File: src/rtl/jt900h_div_unit.sv
// jt900h_div_unit
//   Multi-cycle restoring divider that answers the ALU divide handshake for
//   DIV/DIVS in byte (16/8) and word (32/16) forms.
//
//   Ports
//     clk    in   1   system clock
//     rst    in   1   asynchronous reset, active-low
//     cen    in   1   clock enable; state only advances on clk edges with cen=1
//     op0    in  32   dividend (word: [31:0], byte: [15:0])
//     op1    in  16   divisor  (word: [15:0], byte: [7:0])
//     len    in   1   1 = word, 0 = byte
//     sign   in   1   1 = signed (DIVS), 0 = unsigned (DIV)
//     start  in   1   request, sampled on cen edges while idle
//     quot   out 16   quotient  (byte mode: [15:8] = 0)
//     rem    out 16   remainder (byte mode: [15:8] = 0)
//     busy   out  1   high from acceptance until the result is valid
//     v      out  1   overflow / divide-by-zero
//
//   Optional build macro
//     JT900H_DIV_RADIX4_EN : retire two quotient bits per cen edge.
//                            Results are identical; only latency changes.

module jt900h_div_unit (
  input  logic        clk,
  input  logic        rst,
  input  logic        cen,
  input  logic [31:0] op0,
  input  logic [15:0] op1,
  input  logic        len,
  input  logic        sign,
  input  logic        start,
  output logic [15:0] quot,
  output logic [15:0] rem,
  output logic        busy,
  output logic        v
);

  typedef enum logic [1:0] {IDLE, RUN, FIX} state_t;

  state_t      state_reg;
  logic [15:0] pr_reg;     // partial remainder (always < divisor)
  logic [15:0] ql_reg;     // dividend low bits shifting out, quotient bits shifting in
  logic [15:0] dvs_reg;    // divisor magnitude
  logic [15:0] lo_reg;     // dividend low half magnitude, reported on overflow
  logic [4:0]  cnt_reg;
  logic        len_reg;
  logic        sign_reg;
  logic        negq_reg;
  logic        negr_reg;
  logic        early_reg;

  // One restoring step: shift {pr, ql} left, trial-subtract the divisor.
  // pr < dvs keeps the 17-bit shifted value below 2*dvs, so bit 16 of the
  // difference is a clean borrow indicator.
  function automatic logic [31:0] div_step(input logic [15:0] pr,
                                           input logic [15:0] ql,
                                           input logic [15:0] dvs);
    logic [16:0] sh;
    logic [16:0] diff;
    sh   = {pr, ql[15]};
    diff = sh - {1'b0, dvs};
    if (!diff[16])
      div_step = {diff[15:0], ql[14:0], 1'b1};
    else
      div_step = {sh[15:0], ql[14:0], 1'b0};
  endfunction

  // ---------------- operand preparation (used on acceptance) -------------
  logic        dvd_neg;
  logic        dvs_neg;
  logic [31:0] dvd_mag;
  logic [15:0] dvs_mag;
  logic [15:0] upper_mag;
  logic        early_ovf;
  logic [4:0]  cnt_init;

  always_comb begin
    dvd_neg = sign & (len ? op0[31] : op0[15]);
    dvs_neg = sign & (len ? op1[15] : op1[7]);
    dvd_mag = 32'd0;
    dvs_mag = 16'd0;
    if (len) begin
      dvd_mag = dvd_neg ? (~op0 + 32'd1) : op0;
      dvs_mag = dvs_neg ? (~op1 + 16'd1) : op1;
    end else begin
      dvd_mag[15:0] = dvd_neg ? (~op0[15:0] + 16'd1) : op0[15:0];
      dvs_mag[7:0]  = dvs_neg ? (~op1[7:0] + 8'd1) : op1[7:0];
    end
    upper_mag = len ? dvd_mag[31:16] : {8'h00, dvd_mag[15:8]};
    early_ovf = (dvs_mag == 16'd0) || (upper_mag >= dvs_mag);
`ifdef JT900H_DIV_RADIX4_EN
    cnt_init  = len ? 5'd8 : 5'd4;
`else
    cnt_init  = len ? 5'd16 : 5'd8;
`endif
  end

  // ---------------- iteration datapath -----------------------------------
  logic [31:0] step_a;
  logic [31:0] run_next;

  always_comb begin
    step_a = div_step(pr_reg, ql_reg, dvs_reg);
`ifdef JT900H_DIV_RADIX4_EN
    run_next = div_step(step_a[31:16], step_a[15:0], dvs_reg);
`else
    run_next = step_a;
`endif
  end

  // ---------------- result fix-up ----------------------------------------
  logic [15:0] q_mag;
  logic [15:0] q_signed;
  logic [15:0] r_signed;
  logic        signed_ovf;
  logic        ovf;
  logic [15:0] quot_fix;
  logic [15:0] rem_fix;

  always_comb begin
    // In byte mode the dividend bits are pre-aligned to the top of ql_reg,
    // so after 8 steps the quotient sits in [7:0] with zeros above.
    q_mag = len_reg ? ql_reg : {8'h00, ql_reg[7:0]};
    if (len_reg)
      signed_ovf = negq_reg ? (q_mag > 16'h8000) : (q_mag > 16'h7FFF);
    else
      signed_ovf = negq_reg ? (q_mag > 16'h0080) : (q_mag > 16'h007F);
    ovf      = early_reg | (sign_reg & signed_ovf);
    q_signed = negq_reg ? (~q_mag + 16'd1) : q_mag;
    r_signed = negr_reg ? (~pr_reg + 16'd1) : pr_reg;
    if (ovf) begin
      quot_fix = 16'hFFFF;
      rem_fix  = lo_reg;
    end else begin
      quot_fix = q_signed;
      rem_fix  = r_signed;
    end
    if (!len_reg) begin
      quot_fix[15:8] = 8'h00;
      rem_fix[15:8]  = 8'h00;
    end
  end

  // ---------------- control FSM and registered outputs -------------------
  always_ff @(posedge clk or negedge rst) begin
    if (!rst) begin
      state_reg <= IDLE;
      pr_reg    <= 16'd0;
      ql_reg    <= 16'd0;
      dvs_reg   <= 16'd0;
      lo_reg    <= 16'd0;
      cnt_reg   <= 5'd0;
      len_reg   <= 1'b0;
      sign_reg  <= 1'b0;
      negq_reg  <= 1'b0;
      negr_reg  <= 1'b0;
      early_reg <= 1'b0;
      quot      <= 16'd0;
      rem       <= 16'd0;
      busy      <= 1'b0;
      v         <= 1'b0;
    end else if (cen) begin
      case (state_reg)
        IDLE: begin
          if (start) begin
            len_reg   <= len;
            sign_reg  <= sign;
            negq_reg  <= dvd_neg ^ dvs_neg;
            negr_reg  <= dvd_neg;
            dvs_reg   <= dvs_mag;
            pr_reg    <= upper_mag;
            ql_reg    <= len ? dvd_mag[15:0] : {dvd_mag[7:0], 8'h00};
            lo_reg    <= len ? dvd_mag[15:0] : {8'h00, dvd_mag[7:0]};
            early_reg <= early_ovf;
            busy      <= 1'b1;
            if (early_ovf) begin
              state_reg <= FIX;
            end else begin
              cnt_reg   <= cnt_init;
              state_reg <= RUN;
            end
          end
        end
        RUN: begin
          pr_reg  <= run_next[31:16];
          ql_reg  <= run_next[15:0];
          cnt_reg <= cnt_reg - 5'd1;
          if (cnt_reg == 5'd1)
            state_reg <= FIX;
        end
        FIX: begin
          quot      <= quot_fix;
          rem       <= rem_fix;
          v         <= ovf;
          busy      <= 1'b0;
          state_reg <= IDLE;
        end
        default: state_reg <= IDLE;
      endcase
    end
  end

endmodule

File: config.mk
export PLATFORM = sky130hd
export DESIGN_NAME = jt900h_div_unit
export DESIGN_NICKNAME = d
export VERILOG_FILES = /design/src/rtl/jt900h_div_unit.sv
export SDC_FILE = /design/constraint.sdc
export NUM_CORES = 1
export LEC_CHECK = 0
export CAP_MARGIN = 20
export CORE_ASPECT_RATIO = 1.75
export CORE_UTILIZATION = 40
export DETAILED_ROUTE_END_ITERATION = 7
export SYNTH_ARGS = -nofsm -noshare
export SYNTH_HDL_FRONTEND = slang
export SYNTH_SLANG_ARGS = --single-unit
File: constraint.sdc
create_clock -name clk -period 3.7 [get_ports clk]
set_input_delay 0.74 -clock clk [delete_from_list [all_inputs] [get_ports clk]]
set_output_delay 0.74 -clock clk [all_outputs]
set_load 0.02 [all_outputs]
==> flow_metrics.tcl, run 1 <==
set metrics [dict create \
    run_status "finished, violations left" \
    violations "setup timing" \
    number_of_drc_markers_after_the_initial_detailed_route_iteration 427 \
    timing.final.crit_period_ps 4062 \
    globalRouteMet1Util_pct 26.53 \
    drt-total-wl_mm 26.22 \
    total_power_mw 8.348 \
    cts_root_buffer "sky130_fd_sc_hd__clkbuf_16" \
    initial_core_util_pct 40.89 \
    worst_setup_path_start_kind "input port" \
    syn_nets 1089 \
    timing.critical_path.from "op0[14]" \
    final_layout_size_suffix_gt1_share_pct 18.76 \
    cts.path.max_buffers 2 \
    synth_top_flop_cell "sky130_fd_sc_hd__dfrtp_1" \
    synth-seq-area-share_pct 34.10 \
    postSynthRegisterBits 110 \
    boundaryPins 88 \
    floorplan_core_area_um2 19740 \
    clock-skew-final_ps 11.31 \
    end_kind "register" \
    area.growth.synth_to_final_pct 32.89 \
    chipHeight_um 189.9 \
    path_class "in2reg" \
    design.die.area_um2 20770 \
    ctsHtreeMaxLevel 3 \
    timing_worst_slew_pin_value_ps 916.1 \
    finalCritPeriodShare_pct 109.8 \
    syn-instance-count 996 \
    grt_pass1_vias 7959 \
    place.detailed.hpwl_mm 21.12 \
    slew_limit_headroom_pct 38.92 \
    worst_hold_path_type "in2async" \
    met3_grt_util_pct 2.124 \
    io_buffers 87 \
    largest_net_degree_at_the_start_of_global_routing 60 \
    tritoncts_clock_tree "yes" \
    grt_remaining_overflow 0 \
    path_clk_slew_ps 80 \
    avgViaCountPerCell 5.515 \
    globalRouteMet2Util_pct 48.55 \
    wire_per_inst_um 18.02 \
    diodes 0 \
    crit_required_ps 3950 \
    dr.pass1.iters 5 \
    worstSkewPairLatency_ps 360 \
    power_density_over_the_cells_nw_per_um2 778.3 \
    tritoncts.num_buffers 9 \
    die_width_um 109.4 \
    synth-edff-count 0 \
    final-hold-violation-count 0 \
    syn_area_per_cell_um2 8.104 \
    timing.final.setup_violations 8 \
    crit_path_max_fanout 3 \
    worst_r2r_startpoint "ql_reg[15]" \
    drcViolationCount 0 \
    grt_use_total_pct 26.18 \
    leakagePower_nw 4.773 \
    max_cap_violations 0 \
    minimum_setup_slack_in_the_final_design_ps -362.4 \
    final.setup.tns_ps -1971 \
    std_cell_rows 68 \
    antenna_found_initial 0 \
    max_clock_freq_ghz 0.2462 \
    grt_setup_unrepaired "yes" \
    postSynth.asyncResetShare_pct 100.0 \
    detail-route-antenna-nets 0 \
    clock-sinks 110 \
    grt-busiest-layer "met2" \
    first_pass_grt_wire_length_mm 41.12 \
    detailroute.via_count 8025 \
    ys_types 69 \
    cp_data_arrival_time_ps 4320 \
    final_net_count 1298 \
    ir_drop_v 0.0004467 \
    yosysWarningCount 0 \
    syn-cell-area_um2 8071 \
    post-route-util_pct 54.34 \
    place_congestion 0.8986 \
    maxSlewViolCount 0 \
]
[cell usage in the layout (no fill, tap or decap), types with 4 or more instances in the layout]
master / synthesis / layout
sky130_fd_sc_hd__and2_1: 6 / 6
sky130_fd_sc_hd__clkdlybuf4s50_1: 0 / 80
sky130_fd_sc_hd__xnor2_1: 43 / 43
sky130_fd_sc_hd__a211oi_1: 4 / 4
sky130_fd_sc_hd__a22o_1: 6 / 6
sky130_fd_sc_hd__nor2b_1: 7 / 7
sky130_fd_sc_hd__o21ai_0: 87 / 82
sky130_fd_sc_hd__a21o_1: 9 / 9
sky130_fd_sc_hd__ha_1: 38 / 38
sky130_fd_sc_hd__nand2b_1: 9 / 9
sky130_fd_sc_hd__nor3_1: 18 / 17
sky130_fd_sc_hd__o21a_1: 8 / 8
sky130_fd_sc_hd__buf_4: 1 / 167
sky130_fd_sc_hd__mux2_2: 11 / 11
sky130_fd_sc_hd__or4_1: 5 / 4
sky130_fd_sc_hd__nor4_1: 8 / 7
sky130_fd_sc_hd__xor2_1: 30 / 30
sky130_fd_sc_hd__clkbuf_16: 0 / 9
sky130_fd_sc_hd__nor2_1: 85 / 84
sky130_fd_sc_hd__or3_1: 12 / 12
sky130_fd_sc_hd__nand3_1: 38 / 38
sky130_fd_sc_hd__dfrtp_1: 110 / 110
sky130_fd_sc_hd__o311ai_1: 7 / 7
sky130_fd_sc_hd__o31a_1: 5 / 5
sky130_fd_sc_hd__o211ai_1: 5 / 5
sky130_fd_sc_hd__a31oi_1: 23 / 23
sky130_fd_sc_hd__mux2i_1: 20 / 20
sky130_fd_sc_hd__nand2_1: 158 / 157
sky130_fd_sc_hd__nand4_1: 15 / 15
sky130_fd_sc_hd__nand3b_1: 5 / 5
sky130_fd_sc_hd__inv_1: 36 / 36
sky130_fd_sc_hd__nand4b_1: 5 / 5
sky130_fd_sc_hd__o31ai_1: 15 / 14
sky130_fd_sc_hd__o41ai_1: 9 / 7
sky130_fd_sc_hd__o21ai_1: 9 / 12
sky130_fd_sc_hd__a22oi_1: 5 / 5
sky130_fd_sc_hd__a21oi_1: 49 / 46
[worst paths after layout]
path                       cells past startpoint          to  slack, ps
max in group asynchronous                      2           v       2480
min in group clk                               2    quot[10]        460
max reg2reg                                   11   pr_reg[0]        280
min reg2reg                                    2    quot[10]        460
max                                           17  cnt_reg[3]       -360
min                                            1     quot[4]        440
[metal layers]
metal  wire length [µm]  vias to the layer above
met4               2063                        0
met3                636                       86
met5                  0                        -
li1                   -                     3965
met1               9386                     3772
met2              14130                      202
[layout make-up]
class	count	area, µm²
fillers	1898	9012
multi-input cells	793	5051
flip-flops and latches	110	2753
repair buffers	255	2148
well taps	245	306.5
clock buffers	10	239.0
inverters	36	135.1
clock inverters	6	93.84
[kinds of logic after synthesis]
logic type                 Yosys count  synth area share, %
buffers and inverters               93                4.402
DFF                                110                34.10
muxes                               31                4.015
and+or+nand+nor                    384                22.38
adders and majority gates           39                6.139
AOI/OAI and AO/OA                  265                20.83
xor gates and xnor gates            74                8.123
[where the power goes]
group,leakage (nW),switching (mW),internal [mW],total (mW)
registers,1.37,0.549,1.75,2.30
clock network,0.165,0.482,0.619,1.10
logic,3.23,2.73,2.22,4.95
[critical path, cell delays in order]
cell,delay [ps]
sky130_fd_sc_hd__buf_6,90
sky130_fd_sc_hd__or4_4,540
sky130_fd_sc_hd__or4_4,430
sky130_fd_sc_hd__or3_4,390
sky130_fd_sc_hd__o31ai_4,240
sky130_fd_sc_hd__xor2_1,160
sky130_fd_sc_hd__nor2_1,80
sky130_fd_sc_hd__ha_1,320
sky130_fd_sc_hd__buf_4,120
sky130_fd_sc_hd__buf_4,90
sky130_fd_sc_hd__nand4_1,100
sky130_fd_sc_hd__nor4_1,330
sky130_fd_sc_hd__o41ai_2,150
sky130_fd_sc_hd__nand3_1,150
sky130_fd_sc_hd__buf_6,130
sky130_fd_sc_hd__o211ai_1,100
sky130_fd_sc_hd__o211a_1,170
[stage by stage]
stage                     hold slack, ps  worst slack, ps  std cells  area, µm²
after global placement             448.1            -1024       1432      10280
final                              443.8           -362.4       1455      10730
after detailed placement           454.9            -1087       1432      10280
after global routing               488.1           -509.0       1455      10730
after floorplan                    444.4           -538.5        996       8107
after CTS                          471.0           -510.7       1452      10670
[synthesized netlist by cell type (6+ instances only)]
library cell / number / area (µm²)
sky130_fd_sc_hd__o311ai_1: 7 / 61.31
sky130_fd_sc_hd__xnor2_1: 43 / 376.6
sky130_fd_sc_hd__and2_1: 6 / 37.54
sky130_fd_sc_hd__ha_1: 38 / 475.5
sky130_fd_sc_hd__a21oi_1: 49 / 245.2
sky130_fd_sc_hd__nand3_1: 38 / 190.2
sky130_fd_sc_hd__nor3_1: 18 / 90.09
sky130_fd_sc_hd__o21ai_1: 9 / 45.04
sky130_fd_sc_hd__nor4_1: 8 / 50.05
sky130_fd_sc_hd__o21ai_0: 87 / 435.4
sky130_fd_sc_hd__inv_1: 36 / 135.1
sky130_fd_sc_hd__mux2i_1: 20 / 200.2
sky130_fd_sc_hd__nor2_1: 85 / 319.1
sky130_fd_sc_hd__a22o_1: 6 / 52.55
sky130_fd_sc_hd__dfrtp_1: 110 / 2753
sky130_fd_sc_hd__nand2b_1: 9 / 56.30
sky130_fd_sc_hd__clkbuf_1: 51 / 191.4
sky130_fd_sc_hd__o41ai_1: 9 / 78.83
sky130_fd_sc_hd__a31oi_1: 23 / 143.9
sky130_fd_sc_hd__nor2b_1: 7 / 43.79
sky130_fd_sc_hd__a21o_1: 9 / 67.56
sky130_fd_sc_hd__xor2_1: 30 / 262.8
sky130_fd_sc_hd__nand4_1: 15 / 93.84
sky130_fd_sc_hd__or3_1: 12 / 75.07
sky130_fd_sc_hd__mux2_2: 11 / 123.9
sky130_fd_sc_hd__nand2_1: 158 / 593.1
sky130_fd_sc_hd__o31ai_1: 15 / 112.6
sky130_fd_sc_hd__o21a_1: 8 / 60.06
[repair_timing]
action	4_1_cts	5_1_grt
pin swaps	17	19
gates resized for setup	21	8
endpoints found under the setup margin	8	8
hold buffers	0	0
buffers inserted	4	3
Power figures use the tool's default switching activity.
==> run 2, diff against run 1 <==
--- a/config.mk
+++ b/config.mk
@@ -9,6 +9,8 @@
 export CORE_ASPECT_RATIO = 1.75
 export CORE_UTILIZATION = 40
 export DETAILED_ROUTE_END_ITERATION = 7
+export GPL_ROUTABILITY_DRIVEN = 0
+export SLEW_MARGIN = 20
 export SYNTH_ARGS = -nofsm -noshare
 export SYNTH_HDL_FRONTEND = slang
 export SYNTH_SLANG_ARGS = --single-unit
==> run 2 against run 1 <==
Compared with the run above:
- the flow still finishes with violations (setup timing)
- combinational power decreased by 2%
- fmax decreased by 1.3%
- non-clock buffer count decreased by 12
- total power decreased by 1.3%
- register-to-register slack improved by 170 ps
- sequential share of layout area increased by 0.13 points
- core utilization decreased by 0.27 points
- sequential power increased by 2%
==> flow_metrics.tcl, run 2 (same netlist as run 1, synthesis figures left out) <==
set metrics [dict create \
    run_status "finished, violations left" \
    violations "setup timing" \
    multi_input_combinational_cell_area_um2 5079 \
    design.die.area_um2 20770 \
    ir_drop_v 0.0005871 \
    max_cap_violations 0 \
    first_pass_grt_wire_length_mm 40.65 \
    timing.final.setup_violations 8 \
    drcViolationCount 0 \
    slew_limit_headroom_pct 38.12 \
    clock-sinks 110 \
    filler_cell_count 1922 \
    mostFrequentLayoutCell "sky130_fd_sc_hd__nand2_1" \
    final-seq-area_um2 2753 \
    diodes 0 \
    commonest_cells_after_routing_fill_and_taps_aside "sky130_fd_sc_hd__nand2_1, sky130_fd_sc_hd__buf_4, sky130_fd_sc_hd__dfrtp_1" \
    timing_worst_slew_pin_value_ps 928.2 \
    final_net_count 1286 \
    area.growth.synth_to_final_pct 32.24 \
    path_class "in2reg" \
    ctsHtreeMaxLevel 3 \
    io_buffers 87 \
    end_kind "register" \
    path_clk_slew_ps 80 \
    worst_hold_path_type "in2async" \
    grt_pass1_vias 7919 \
    worstSkewPairLatency_ps 360 \
    die_width_um 109.4 \
    finalCritPeriodShare_pct 111.2 \
    final_layout_size_suffix_gt1_share_pct 18.53 \
    final-hold-violation-count 0 \
    worst-r2r-cell-count 9 \
    largest_net_degree_at_the_start_of_global_routing 59 \
    grt_setup_unrepaired "yes" \
    floorplan_core_area_um2 19740 \
    crit_required_ps 3920 \
    drt-total-wl_mm 25.85 \
    crit_path_max_fanout 4 \
    total_power_mw 8.236 \
    initial_core_util_pct 40.89 \
    max_clock_freq_ghz 0.2429 \
    tritoncts_clock_tree "yes" \
    cts_root_buffer "sky130_fd_sc_hd__clkbuf_16" \
    post-route-cell-area_um2 10670 \
    clock-skew-final_ps 10.59 \
    chipHeight_um 189.9 \
    leakagePower_nw 4.718 \
    minimum_setup_slack_in_the_final_design_ps -416.1 \
    avgViaCountPerCell 5.524 \
    timing.final.crit_period_ps 4116 \
    grt_remaining_overflow 0 \
    dr.pass1.iters 5 \
    number_of_drc_markers_after_the_initial_detailed_route_iteration 357 \
    boundaryPins 88 \
    antenna_found_initial 0 \
    cp_data_arrival_time_ps 4340 \
    dpl-instance-area_um2 10220 \
    maxSlewViolCount 0 \
    std_cell_rows 68 \
    cts_hold_repair.buffers 0 \
    place.detailed.hpwl_mm 20.76 \
    wire_per_inst_um 17.92 \
    power_density_over_the_cells_nw_per_um2 771.6 \
    detailroute.via_count 7971 \
    worst_setup_path_start_kind "input port" \
    cts.path.max_buffers 2 \
    tritoncts.num_buffers 9 \
    detail-route-antenna-nets 0 \
    grt_use_total_pct 25.86 \
]
-- run 2: repair_timing --
action                                  4_1_cts  5_1_grt
endpoints found under the hold margin         0        0
setup buffers                                 4        3
pin swaps                                    17       19
endpoints found under the setup margin        8        8
gates resized for setup                      18       19
-- run 2: per-layer routing --
layer / track usage [%] / routed length, µm / part of all wire [%] / vias up
li1: - / - / - / 3952
met1: 26.06 / 9360 / 36 / 3786
met2: 48.40 / 14110 / 55 / 165
met3: 2.021 / 463 / 1.8 / 68
met4: 18.46 / 1919 / 7.4 / 0
met5: 0 / 0 / 0 / -
-- run 2: power breakdown --
group | internal (mW) | switching [mW]
clock network | 0.596 | 0.465
registers | 1.75 | 0.600
logic | 2.17 | 2.66
total | 4.51 | 3.73
-- run 2: final cells by class --
class,instances,area share (%)
clock buffer,9,2.110
multi-input combinational,793,47.58
clock inverter,7,0.9143
tap,245,2.872
timing repair buffer,243,19.47
sequential,110,25.79
inverter,36,1.266
-- run 2: critical path, cell delays in order --
cell and delay (ps):
sky130_fd_sc_hd__buf_6 90, sky130_fd_sc_hd__or4_4 540, sky130_fd_sc_hd__or4_4 500, sky130_fd_sc_hd__or3_4 390, sky130_fd_sc_hd__o31ai_4 180, sky130_fd_sc_hd__xor2_1 220, sky130_fd_sc_hd__a21oi_2 100, sky130_fd_sc_hd__ha_1 330
sky130_fd_sc_hd__and3_1 170, sky130_fd_sc_hd__a21oi_1 110, sky130_fd_sc_hd__o21ai_1 90, sky130_fd_sc_hd__o41ai_2 270, sky130_fd_sc_hd__nand3_1 190, sky130_fd_sc_hd__buf_4 180, sky130_fd_sc_hd__o21ai_4 140, sky130_fd_sc_hd__mux2i_1 90
-- run 2: path summary, 6_finish.rpt --
check | from | end | slack [ps]
min | rst | quot[4] | 430
min in group clk | quot[10] | quot[10] | 470
min reg2reg | quot[10] | quot[10] | 470
max | op0[12] | cnt_reg[0] | -420
max reg2reg | ql_reg[0] | rem[7] | 450
max in group asynchronous | rst | lo_reg[7] | 2480
-- run 2: through the flow --
step / util, % / instances / setup slack [ps] / setup TNS [ps] / hold slack, ps
CTS: 53.59 / 1440 / -526.4 / -3735 / 445.0
finish: 54.08 / 1443 / -416.1 / -2732 / 425.3
global placement: 51.76 / 1420 / -1007 / -7437 / 450.3
detailed placement: 51.76 / 1420 / -1088 / -7968 / 459.5
floorplan: - / 996 / -538.5 / -3015 / 444.4
global route: 54.08 / 1443 / -600.4 / -4223 / 471.2
